==> src/rtl/odo_div_ctrl.sv <==
// odo_div_ctrl: period counter, ratio handshake and start/stop FSM for the odd/even clock divider
module odo_div_ctrl #(
  parameter int CNT_W       = 4,
  parameter int DIV_DEFAULT = 9,
  parameter int DIV_MIN     = 2
) (
  input  logic             clk,
  input  logic             rst,
  input  logic             en,
  input  logic             cfg_valid,
  input  logic [CNT_W-1:0] cfg_div,
  output logic             cfg_ready,
  output logic             cfg_err,
  output logic [CNT_W-1:0] div_active,
  output logic [CNT_W-1:0] cnt,
  output logic             tc,
  output logic             p_hi,
  output logic             odd,
  output logic             running
);
  localparam logic [1:0] IDLE  = 2'd0;
  localparam logic [1:0] RUN   = 2'd1;
  localparam logic [1:0] DRAIN = 2'd2;
  localparam logic [CNT_W-1:0] MIN = CNT_W'(DIV_MIN);
  localparam logic [CNT_W-1:0] DEF = CNT_W'(DIV_DEFAULT);
  logic [1:0]       state_q, state_d;
  logic [CNT_W-1:0] cnt_q, cnt_d, div_q, div_d, pend_q, pend_d;
  logic             pend_v_q, pend_v_d, p_hi_q, p_hi_d, err_q, err_d;
  logic             idle, xfer, good;
  assign idle       = state_q == IDLE;
  assign tc         = !idle && cnt_q == div_q - CNT_W'(1);
  assign cfg_ready  = !pend_v_q;
  assign cfg_err    = err_q;
  assign div_active = div_q;
  assign cnt        = cnt_q;
  assign p_hi       = p_hi_q;
  assign odd        = div_q[0];
  assign running    = !idle;
  always_comb begin
    xfer     = cfg_valid && !pend_v_q;
    good     = xfer && cfg_div >= MIN;
    err_d    = xfer && cfg_div < MIN;
    state_d  = idle ? (en ? RUN : IDLE) : en ? RUN : (state_q == DRAIN && tc) ? IDLE : DRAIN;
    cnt_d    = (idle || tc) ? '0 : cnt_q + CNT_W'(1);
    div_d    = (idle && good) ? cfg_div : (tc && pend_v_q) ? pend_q : div_q;
    pend_v_d = (!idle && good) || (pend_v_q && !tc);
    pend_d   = (!idle && good) ? cfg_div : pend_q;
    // N>>1 equals (N-1)/2 for odd N and N/2 for even N
    p_hi_d   = state_d != IDLE && cnt_d < (div_d >> 1);
  end
  always_ff @(posedge clk) begin
    if (rst) begin
      state_q  <= IDLE;
      cnt_q    <= '0;
      div_q    <= DEF;
      pend_q   <= '0;
      pend_v_q <= 1'b0;
      p_hi_q   <= 1'b0;
      err_q    <= 1'b0;
    end else begin
      state_q  <= state_d;
      cnt_q    <= cnt_d;
      div_q    <= div_d;
      pend_q   <= pend_d;
      pend_v_q <= pend_v_d;
      p_hi_q   <= p_hi_d;
      err_q    <= err_d;
    end
  end
endmodule

==> config.mk <==
export PLATFORM = sky130hd
export DESIGN_NAME = odo_div_ctrl
export DESIGN_NICKNAME = d
export VERILOG_FILES = /design/src/rtl/odo_div_ctrl.sv
export SDC_FILE = /design/constraint.sdc
export NUM_CORES = 1
export LEC_CHECK = 0
export ABC_AREA = 1
export CAP_MARGIN = 20
export CORE_UTILIZATION = 48
export DETAILED_ROUTE_END_ITERATION = 12
export PLACE_DENSITY = 0.84
export RECOVER_POWER = 25
export REMOVE_ABC_BUFFERS = 1
export SLEW_MARGIN = 10
export SYNTH_ARGS = -nofsm -noshare
export SYNTH_HDL_FRONTEND = slang
export SYNTH_SLANG_ARGS = --single-unit
==> constraint.sdc <==
create_clock -name clk -period 2.8 [get_ports clk]
set_clock_uncertainty 0.05 [all_clocks]
set_input_delay 0.56 -clock clk [delete_from_list [all_inputs] [get_ports clk]]
set_output_delay 0.56 -clock clk [all_outputs]
set_load 0.02 [all_outputs]
==> qor.txt, run 1 <==
crit path from -> div_active[1]
die footprint -> 2158 um^2
critical path type -> reg2out
ant diodes -> 0
crit path to -> tc
DR WL met3 -> 58 um
Hold Buf Count CTS -> 0
max layer used -> met4
Remaining DRCs -> 0
CP startpoint kind -> flop
grt ovf -> 0
number of global-route vias before repair -> 740
Worst Hold Depth -> 2
Final Setup Violations -> 0
hpwl dp -> 1539 um
CP Data Arrival Time -> 1.95 ns
post-route cell area -> 1191 um^2
Starting Density -> 53.19%
CTS tree -> yes
maximum VDD drop -> 0.3583 mV
DR WL/cell -> 9.908 um
fillers -> 159
Buffers on Ports -> 21
CP max FO -> 4
Crit Reg-Reg Startpoint -> div_active[1]
Root Buffer -> clkbuf_4
max-slew violations -> 0
via count -> 895
Worst Tran Pin Value -> 0.3983 ns
Power per Cell Area -> 474.6 nW/um^2
Fin Setup TNS -> 0 ns
Post-Syn Instances -> 136
initial antenna violation count -> 0
most frequent cells in the layout -> nand2_1 (30), inv_1 (23), clkdlybuf4s50_1 (18)
vias per cell -> 4.864
most common cell after layout, fill and taps aside -> nand2_1
GRT Total Usage -> 19.52%
Worst setup EP type -> output pin
clk_lat worst skew -> 0.29 ns
M1 WL -> 848 um
worst r2r path cells -> 15
final core occ -> 66.81%
synthesized area -> 948.4 um^2
CP required -> 2.19 ns
Nets -> 172
share of cells above drive strength 1 -> 12.58%
Synth area leader -> dfxtp_1
unrepaired setup endpoints after global routing -> false
Synth cell types -> 25
final worst path period need -> 2.562 ns
Boundary Pins -> 22
DRT Pass-1 Iters -> 4
Tcrit/Tclk final -> 91.48%
placed cell areas -> 1179 um^2
Max Clk Rate -> 0.3904 GHz
postcts setup bufs -> 0
Die Span X -> 46.45 um
synth top area cells -> dfxtp_1 (36%), nand2_1 (12%), inv_1 (9.1%)
H-Tree Depth -> 1
Max transition margin -> 73.36%
Num CTS Buffers -> 3
clock tree buffer depth -> 2
Synth Register Bits -> 17
class of the tightest hold or removal check -> reg2reg
Final Hold Fails -> 0
total wire length -> 1823 um
met2 WL post-DR -> 871 um
gpl congestion -> 0.8520
FF-to-FF setup slack -> 0.51 ns
Avg Cell Area, Syn -> 6.974 um^2
max capacitance violation total -> 0
P_leak -> 0.5550 nW
first-pass GRT wire length -> 2960 um
FF-to-FF End -> p_hi
Worst-path clk slew -> 0.10 ns
Iteration-0 DRC Markers -> 20
# clock sinks -> 17
die height -> 46.45 um
setup ws final -> 0.2385 ns
Area growth, synth to finish -> 25.59%
ANT nets after route -> 0
top-area cell type share of the netlist area -> 35.88%
sequential fraction of the synthesis area -> 35.88%
Core ar. -> 1783 um^2
Hold Slack -> 0.4111 ns
Yosys Warn Count -> 0
status -> finished clean
Resized Gates After CTS -> 2
placement row count -> 15
largest net degree at the start of global routing -> 13
pre-CTS setup slack -> 0.2297 ns
metrics by stage:
| stage | std cells | total power [mW] |
|---|---|---|
| floorplan | 134 | 0.3904 |
| global route | 184 | 0.5994 |
| detailed placement | 180 | 0.4475 |
| CTS | 184 | 0.5744 |
| finish | 184 | 0.5653 |
| global placement | 180 | 0.4440 |
cell usage after synthesis (all sizes together):
| cell type | instances |
|---|---|
| a21oi | 8 |
| buf | 1 |
| o31ai | 1 |
| nand4 | 3 |
| nand2 | 32 |
| dfxtp | 17 |
| nand3 | 10 |
| ha | 4 |
| o21ai | 8 |
| nor3 | 4 |
| inv | 28 |
| xnor2 | 1 |
| nor2 | 17 |
| o2111ai | 1 |
| clkbuf | 1 |
flip-flops by register name, summed over array words and instances (netlist names):
name,count
pend_v_q,1
cnt,4
state_q,2
pend_q,4
cfg_err,1
div_active,4
p_hi,1
power breakdown:
group | total, mW | internal [mW] | switching, mW | leakage (nW)
Combinational | 0.165 | 0.0692 | 0.0963 | 0.398
Sequential | 0.270 | 0.257 | 0.0126 | 0.139
Clock | 0.130 | 0.0532 | 0.0766 | 0.0177
Total | 0.565 | 0.380 | 0.185 | 0.555
cell type report:
type	instances	area [um^2]	share of cell area [%]
inverters	28	105.1	8.824
repair buffers	21	209.0	17.54
multi-input cells	89	476.7	40.02
clock inverters	1	5.005	0.4202
well taps	25	31.28	2.626
clock buffers	3	22.52	1.891
flip-flops and latches	17	341.6	28.68
cells by family after synthesis:
| family | count (synthesis) | synth area share (%) |
|---|---|---|
| xor+xnor | 1 | 0.9237 |
| buf+inv | 30 | 12.27 |
| compound gates | 18 | 11.35 |
| simple gates | 66 | 34.30 |
| fa+ha+maj | 4 | 5.277 |
| flops | 17 | 35.88 |
critical path, stage by stage (launching register included):
cell and delay [ns]:
dfxtp_1 0.40, inv_2 0.05, ha_1 0.30, nand2_1 0.07, nand2_1 0.06, nor2_1 0.10
nand3_1 0.09, nor2_2 0.14, nand2_1 0.08, inv_1 0.05, dlygate4sd2_1 0.32
how the worst min path moves through the flow:
stage / startpoint / endpoint / slack, ns
after floorplan: pend_q[1] / pend_q[1] / 0.37
after global placement: pend_q[3] / pend_q[3] / 0.40
after detailed placement: pend_q[3] / pend_q[3] / 0.40
after CTS: pend_q[3] / pend_q[3] / 0.41
after global routing: pend_q[3] / pend_q[3] / 0.44
final: pend_q[0] / pend_q[0] / 0.41
routing by layer:
layer | vias to the layer above | track usage [%]
met5 | - | 0
li1 | 473 | -
met3 | 5 | 1.176
met2 | 22 | 31.39
met1 | 395 | 25.71
met4 | 0 | 10.59
Power figures use the tool's default switching activity.
==> run 2: changes to the inputs <==
CORE_UTILIZATION = 43   (was 48)
PLACE_DENSITY = 0.8   (was 0.84)
clock period = 2.1 ns   (was 2.8 ns; I/O delays follow)
==> qor.txt, run 2 (synthesis results as in run 1) <==
status -> finished clean
Final Hold Fails -> 0 (unchanged)
die height -> 48.97 um (+5.4%)
Final Setup Violations -> 0 (unchanged)
most frequent cells in the layout -> nand2_1 (25), inv_1 (21), buf_4 (18)
CTS tree -> yes
Num CTS Buffers -> 3 (unchanged)
CP startpoint kind -> flop
clock tree buffer depth -> 2 (unchanged)
hpwl dp -> 1848 um (+20%)
via count -> 1000 (+12%)
unrepaired setup endpoints after global routing -> true
Remaining DRCs -> 0 (unchanged)
Buffers on Ports -> 21 (unchanged)
die footprint -> 2398 um^2 (+11%)
Iteration-0 DRC Markers -> 35 (+75%)
Crit Reg-Reg Startpoint -> div_active[0]
Clock Power Share -> 20.7% (-2.3 points)
number of global-route vias before repair -> 948 (+28%)
Worst-path clk slew -> 0.10 ns (about the same)
critical path type -> reg2out
DR WL/cell -> 11.71 um (+18%)
total wire length -> 2400 um (+32%)
NetSw -> 0.2788 mW (+50%)
ant diodes -> 0 (unchanged)
# clock sinks -> 17 (unchanged)
crit path from -> div_active[0]
Power per Cell Area -> 596.0 nW/um^2 (+26%)
Die Span X -> 48.97 um (+5.4%)
Area growth, synth to finish -> 47.62%
Hold Buf Count CTS -> 0 (unchanged)
CP Data Arrival Time -> 1.61 ns (-0.34 ns)
H-Tree Depth -> 1 (unchanged)
maximum VDD drop -> 0.5156 mV (+44%)
register share of total power -> 42.9% (-4.9 points)
FF-to-FF setup slack -> 0.04 ns (-0.47 ns)
post-route cell area -> 1400 um^2 (+18%)
Switching Fraction -> 33.40% (+0.59 points)
first-pass GRT wire length -> 3774 um (+28%)
most common cell after layout, fill and taps aside -> nand2_1
fillers -> 161 (+1.3%)
FF-to-FF End -> p_hi
max-slew violations -> 0 (unchanged)
ANT nets after route -> 0 (unchanged)
vias per cell -> 4.878 (+0.29%)
placed cell areas -> 1309 um^2 (+11%)
clk_lat worst skew -> 0.29 ns (about the same)
max capacitance violation total -> 0 (unchanged)
gpl congestion -> 0.8473 (-0.55%)
P_leak -> 0.6549 nW (+18%)
Worst Tran Pin Value -> 0.2905 ns (-0.1078 ns)
Boundary Pins -> 22 (unchanged)
placement row count -> 16 (+1)
Starting Density -> 46.91% (-6.3 points)
final worst path period need -> 2.075 ns
crit path to -> tc
Tcrit/Tclk final -> 98.82%
class of the tightest hold or removal check -> reg2reg
DRT Pass-1 Iters -> 4 (unchanged)
Nets -> 191 (+11%)
area occupied by multi-input gates -> 538.0 um^2 (+13%)
final core occ -> 69.25% (+2.4 points)
CP max FO -> 2 (-2)
internal power -> 0.5558 mW (+46%)
Root Buffer -> clkbuf_4
Max transition margin -> 80.58% (+7.2 points)
Worst setup EP type -> output pin
initial antenna violation count -> 0 (unchanged)
Hold Slack -> 0.4160 ns (+0.004837 ns)
worst r2r path cells -> 16 (+1)
Seq. cell area -> 342.8 um^2 (+0.37%)
Core ar. -> 2022 um^2 (+13%)
Comb pwr share -> 36.4% (+7.1 points)
GRT Total Usage -> 20.18% (+0.67 points)
Max Clk Rate -> 0.4819 GHz
largest net degree at the start of global routing -> 10 (-3)
CP required -> 1.63 ns (-0.56 ns)
grt ovf -> 0 (unchanged)
Worst Hold Depth -> 2 (unchanged)
share of cells above drive strength 1 -> 29.78% (+17 points)
==> run 2: area by class of cell <==
cell class / count / share of cell area (%)
inverter: 28 / 7.507
tap: 27 / 2.413
multi-input combinational: 89 / 38.43
timing repair buffer: 40 / 25.29
sequential: 17 / 24.49
clock buffer: 4 / 1.877
==> run 2: through the flow <==
step / instances / total power [mW] / setup WS [ns] / TNS, ns
after floorplan: 134 / 0.5205 / -0.1685 / -0.1685
after global placement: 199 / 0.6302 / -0.1288 / -0.1288
after detailed placement: 199 / 0.6397 / -0.2307 / -0.2604
after CTS: 204 / 0.8156 / 0.01069 / 0
after global routing: 205 / 0.8812 / -0.07835 / -0.1566
final: 205 / 0.8345 / 0.02474 / 0
==> run 2: worst min-delay path by stage <==
stage,endpoint,slack (ns),from
after CTS,pend_q[1],0.42,pend_q[1]
final,pend_q[2],0.42,pend_q[2]
after detailed placement,pend_q[0],0.40,pend_q[0]
after floorplan,pend_q[1],0.37,pend_q[1]
after global placement,pend_q[1],0.39,pend_q[1]
after global routing,pend_q[1],0.44,pend_q[1]
==> run 2: worst max-delay path: stages, from the launching register on <==
cell	delay, ns
dfxtp_2	0.35
inv_2	0.05
ha_4	0.26
inv_2	0.03
nand2_2	0.04
nand2_2	0.07
nor2_4	0.09
nand3_2	0.07
nor2_2	0.11
nand2_1	0.09
inv_2	0.06
buf_6	0.10
==> run 2: timing repair <==
action | CTS | global route
buffers inserted | 1 | 1
endpoints found under the setup margin | 2 | 2
pin swaps | 3 | 4
resized for setup | 12 | 9
==> run 2: per-layer routing <==
layer	GRT usage, %	wire [um]
met1	21.65	1024
met2	38.89	1278
met3	2.492	50
met4	8.824	46
met5	0	0
==> run 2: power groups by stage <==
stage	clock, mW	combinational, mW	sequential [mW]
global route	0.190	0.331	0.360
finish	0.172	0.304	0.358
global placement	0	0.268	0.363
detailed placement	0	0.276	0.364
CTS	0.170	0.288	0.357
floorplan	0	0.140	0.381
==> run 3: changes to the inputs <==
CELL_PAD_IN_SITES_DETAIL_PLACEMENT = 0   (was not set)
CELL_PAD_IN_SITES_GLOBAL_PLACEMENT = 2   (was not set)
CORE_UTILIZATION = 23   (was 43)
CTS_CLUSTER_DIAMETER = 30   (was not set)
PLACE_DENSITY = 0.79   (was 0.8)
clock period = 1.7 ns   (was 2.1 ns; I/O delays follow)
==> qor.txt, run 3 (synthesis results as in run 1) <==
maximum VDD drop -> 0.3738 mV (-27%)
Worst setup EP type -> flop
critical path type -> reg2reg
vias per cell -> 4.156 (-15%)
Clock Power Share -> 26.3% (+5.6 points)
slowest stage delay, CP -> 0.34 ns (about the same)
first-pass GRT wire length -> 4174 um (+11%)
register share of total power -> 38.4% (-4.5 points)
Crit Reg-Reg Startpoint -> div_active[1]
most frequent cells in the layout -> buf_4 (30), nand2_1 (29), inv_1 (22)
Buffers on Ports -> 21 (unchanged)
Remaining DRCs -> 0 (unchanged)
CP Data Arrival Time -> 2.16 ns (+0.55 ns)
FF-to-FF setup slack -> -0.32 ns (-0.36 ns)
# clock sinks -> 17 (unchanged)
setup ws final -> -0.3247 ns (-0.3494 ns)
Fin Setup TNS -> -1.191 ns (-1.191 ns)
placement row count -> 22 (+6)
hold path startpoint -> pend_q[1]
GRT Total Usage -> 12.15% (-8.0 points)
placed cell count -> 233 (+17%)
internal power -> 0.7812 mW (+41%)
Comb pwr share -> 35.2% (-1.2 points)
Max transition margin -> 71.12% (-9.5 points)
Die Span X -> 66.22 um (+35%)
Root Buffer -> clkbuf_8
post-route cell area -> 1605 um^2 (+15%)
die footprint -> 4384 um^2 (+83%)
largest net degree at the start of global routing -> 12 (+2)
DRT Pass-1 Iters -> 4 (unchanged)
most common cell after layout, fill and taps aside -> buf_4
max capacitance violation total -> 0 (unchanged)
clk_lat worst skew -> 0.25 ns (-0.04 ns)
Total Power -> 1.144 mW (+37%)
FF-to-FF End -> p_hi
Worst Tran Pin Value -> 0.4295 ns (+0.1390 ns)
Boundary Pins -> 22 (unchanged)
violated checks -> negative setup slack
CP startpoint kind -> flop
hpwl dp -> 2010 um (+8.8%)
share of cells above drive strength 1 -> 35.71% (+5.9 points)
CP max FO -> 5 (+3)
Hold Slack -> 0.4009 ns (-0.01508 ns)
Num CTS Buffers -> 3 (unchanged)
Hold Path End -> pend_q[1]
H-Tree Depth -> 1 (unchanged)
CTS tree -> yes
grt ovf -> 0 (unchanged)
ANT nets after route -> 0 (unchanged)
ant diodes -> 0 (unchanged)
Tcrit/Tclk final -> 119.1%
NetSw -> 0.3632 mW (+30%)
Starting Density -> 24.97% (-22 points)
pre-CTS setup slack -> -0.5132 ns (-0.2825 ns)
Core ar. -> 3799 um^2 (+88%)
Final Setup Violations -> 6 (+6)
worst path cell trace -> inv_2, ha_4, inv_2, nand2_1, nand2_1, inv_1, nand2_2, nor2_4, nand4_4, buf_6, a21oi_2, o21ai_1, o21ai_2, ha_1, a21oi_2
fin cells -> 244 (+19%)
clock tree buffer depth -> 2 (unchanged)
CP required -> 1.84 ns (+0.21 ns)
unrepaired setup endpoints after global routing -> true
Nets -> 209 (+9.4%)
initial antenna violation count -> 0 (unchanged)
Worst Hold Depth -> 2 (unchanged)
Max Clk Rate -> 0.4939 GHz
class of the tightest hold or removal check -> reg2reg
total wire length -> 2437 um (+1.5%)
placed cell areas -> 1433 um^2 (+9.5%)
gpl congestion -> 0.8254 (-2.6%)
Iteration-0 DRC Markers -> 24 (-31%)
DR WL/cell -> 9.988 um (-15%)
Final Hold Fails -> 0 (unchanged)
via count -> 1014 (+1.4%)
buffers and inverters on the worst path -> 4 (unchanged)
status -> complete, but fails checks
number of global-route vias before repair -> 999 (+5.4%)
final core occ -> 42.26% (-27 points)
die height -> 66.22 um (+35%)
max-slew violations -> 0 (unchanged)
Area growth, synth to finish -> 69.26%
Power per Cell Area -> 712.9 nW/um^2 (+20%)
P_leak -> 0.7690 nW (+17%)
final worst path period need -> 2.025 ns
Switching Fraction -> 31.74% (-1.7 points)
Worst-path clk slew -> 0.07 ns (-0.03 ns)
Worst path slowest cell -> dfxtp_2
worst r2r path cells -> 15 (-1)
cell family with most CP delay -> adder cells
==> run 3: cell count changes in the layout (fill, tap and decap cells not counted), sizes merged <==
cell,before,now
buf,19,37
clkdlybuf4s50,17,9
clkinvlp,0,1
dlygate4sd2,0,9
dlygate4sd3,3,1
==> run 3: final cells by class <==
type | instances | area, um^2
multi-input cells | 89 | 558.0
clock inverters | 1 | 7.507
well taps | 48 | 60.06
repair buffers | 58 | 490.5
fillers | 412 | 2193
inverters | 28 | 105.1
clock buffers | 3 | 41.29
flip-flops and latches | 17 | 342.8
==> run 3: worst max-delay path by stage <==
stage | start | to | slack [ns] | cells after the start
4_1_cts | div_active[0] | p_hi | -0.31 | 16
5_1_grt | div_active[0] | p_hi | -0.46 | 16
2_1_floorplan | div_active[0] | p_hi | -0.57 | 16
3_3_place_gp | div_active[1] | tc | -0.46 | 11
3_5_place_dp | div_active[1] | tc | -0.51 | 11
6_report | div_active[1] | p_hi | -0.32 | 15
==> run 3: worst register-to-register path, stage by stage, from the launching register on <==
cell and delay, ns:
dfxtp_2 0.34, inv_2 0.05, ha_4 0.26, inv_2 0.03, nand2_1 0.04, nand2_1 0.07, inv_1 0.07, nand2_2 0.06
nor2_4 0.09, nand4_4 0.13, buf_6 0.15, a21oi_2 0.10, o21ai_1 0.08, o21ai_2 0.08, ha_1 0.26, a21oi_2 0.12
==> run 3: layer usage <==
layer  GRT usage, %  vias to the layer above  wire length [um]
met2          21.68                       16              1144
met5              0                        -                 0
met1          15.35                      449              1204
li1               -                      545                 -
met3          1.034                        4                58
met4          3.457                        0                29
==> run 3: repair_timing <==
item,4_1_cts,5_1_grt
setup endpoints to repair,20,12
pin swaps,3,1
hold buffers,0,0
setup buffers,4,3
resized for setup,20,19
==> run 3: power by group through the flow <==
| stage | Combinational (mW) | Clock [mW] | Sequential [mW] |
|---|---|---|---|
| final | 0.403 | 0.301 | 0.440 |
| after global routing | 0.446 | 0.337 | 0.442 |
| after CTS | 0.377 | 0.315 | 0.439 |
| after detailed placement | 0.361 | 0 | 0.447 |
| after global placement | 0.358 | 0 | 0.447 |
| after floorplan | 0.172 | 0 | 0.471 |
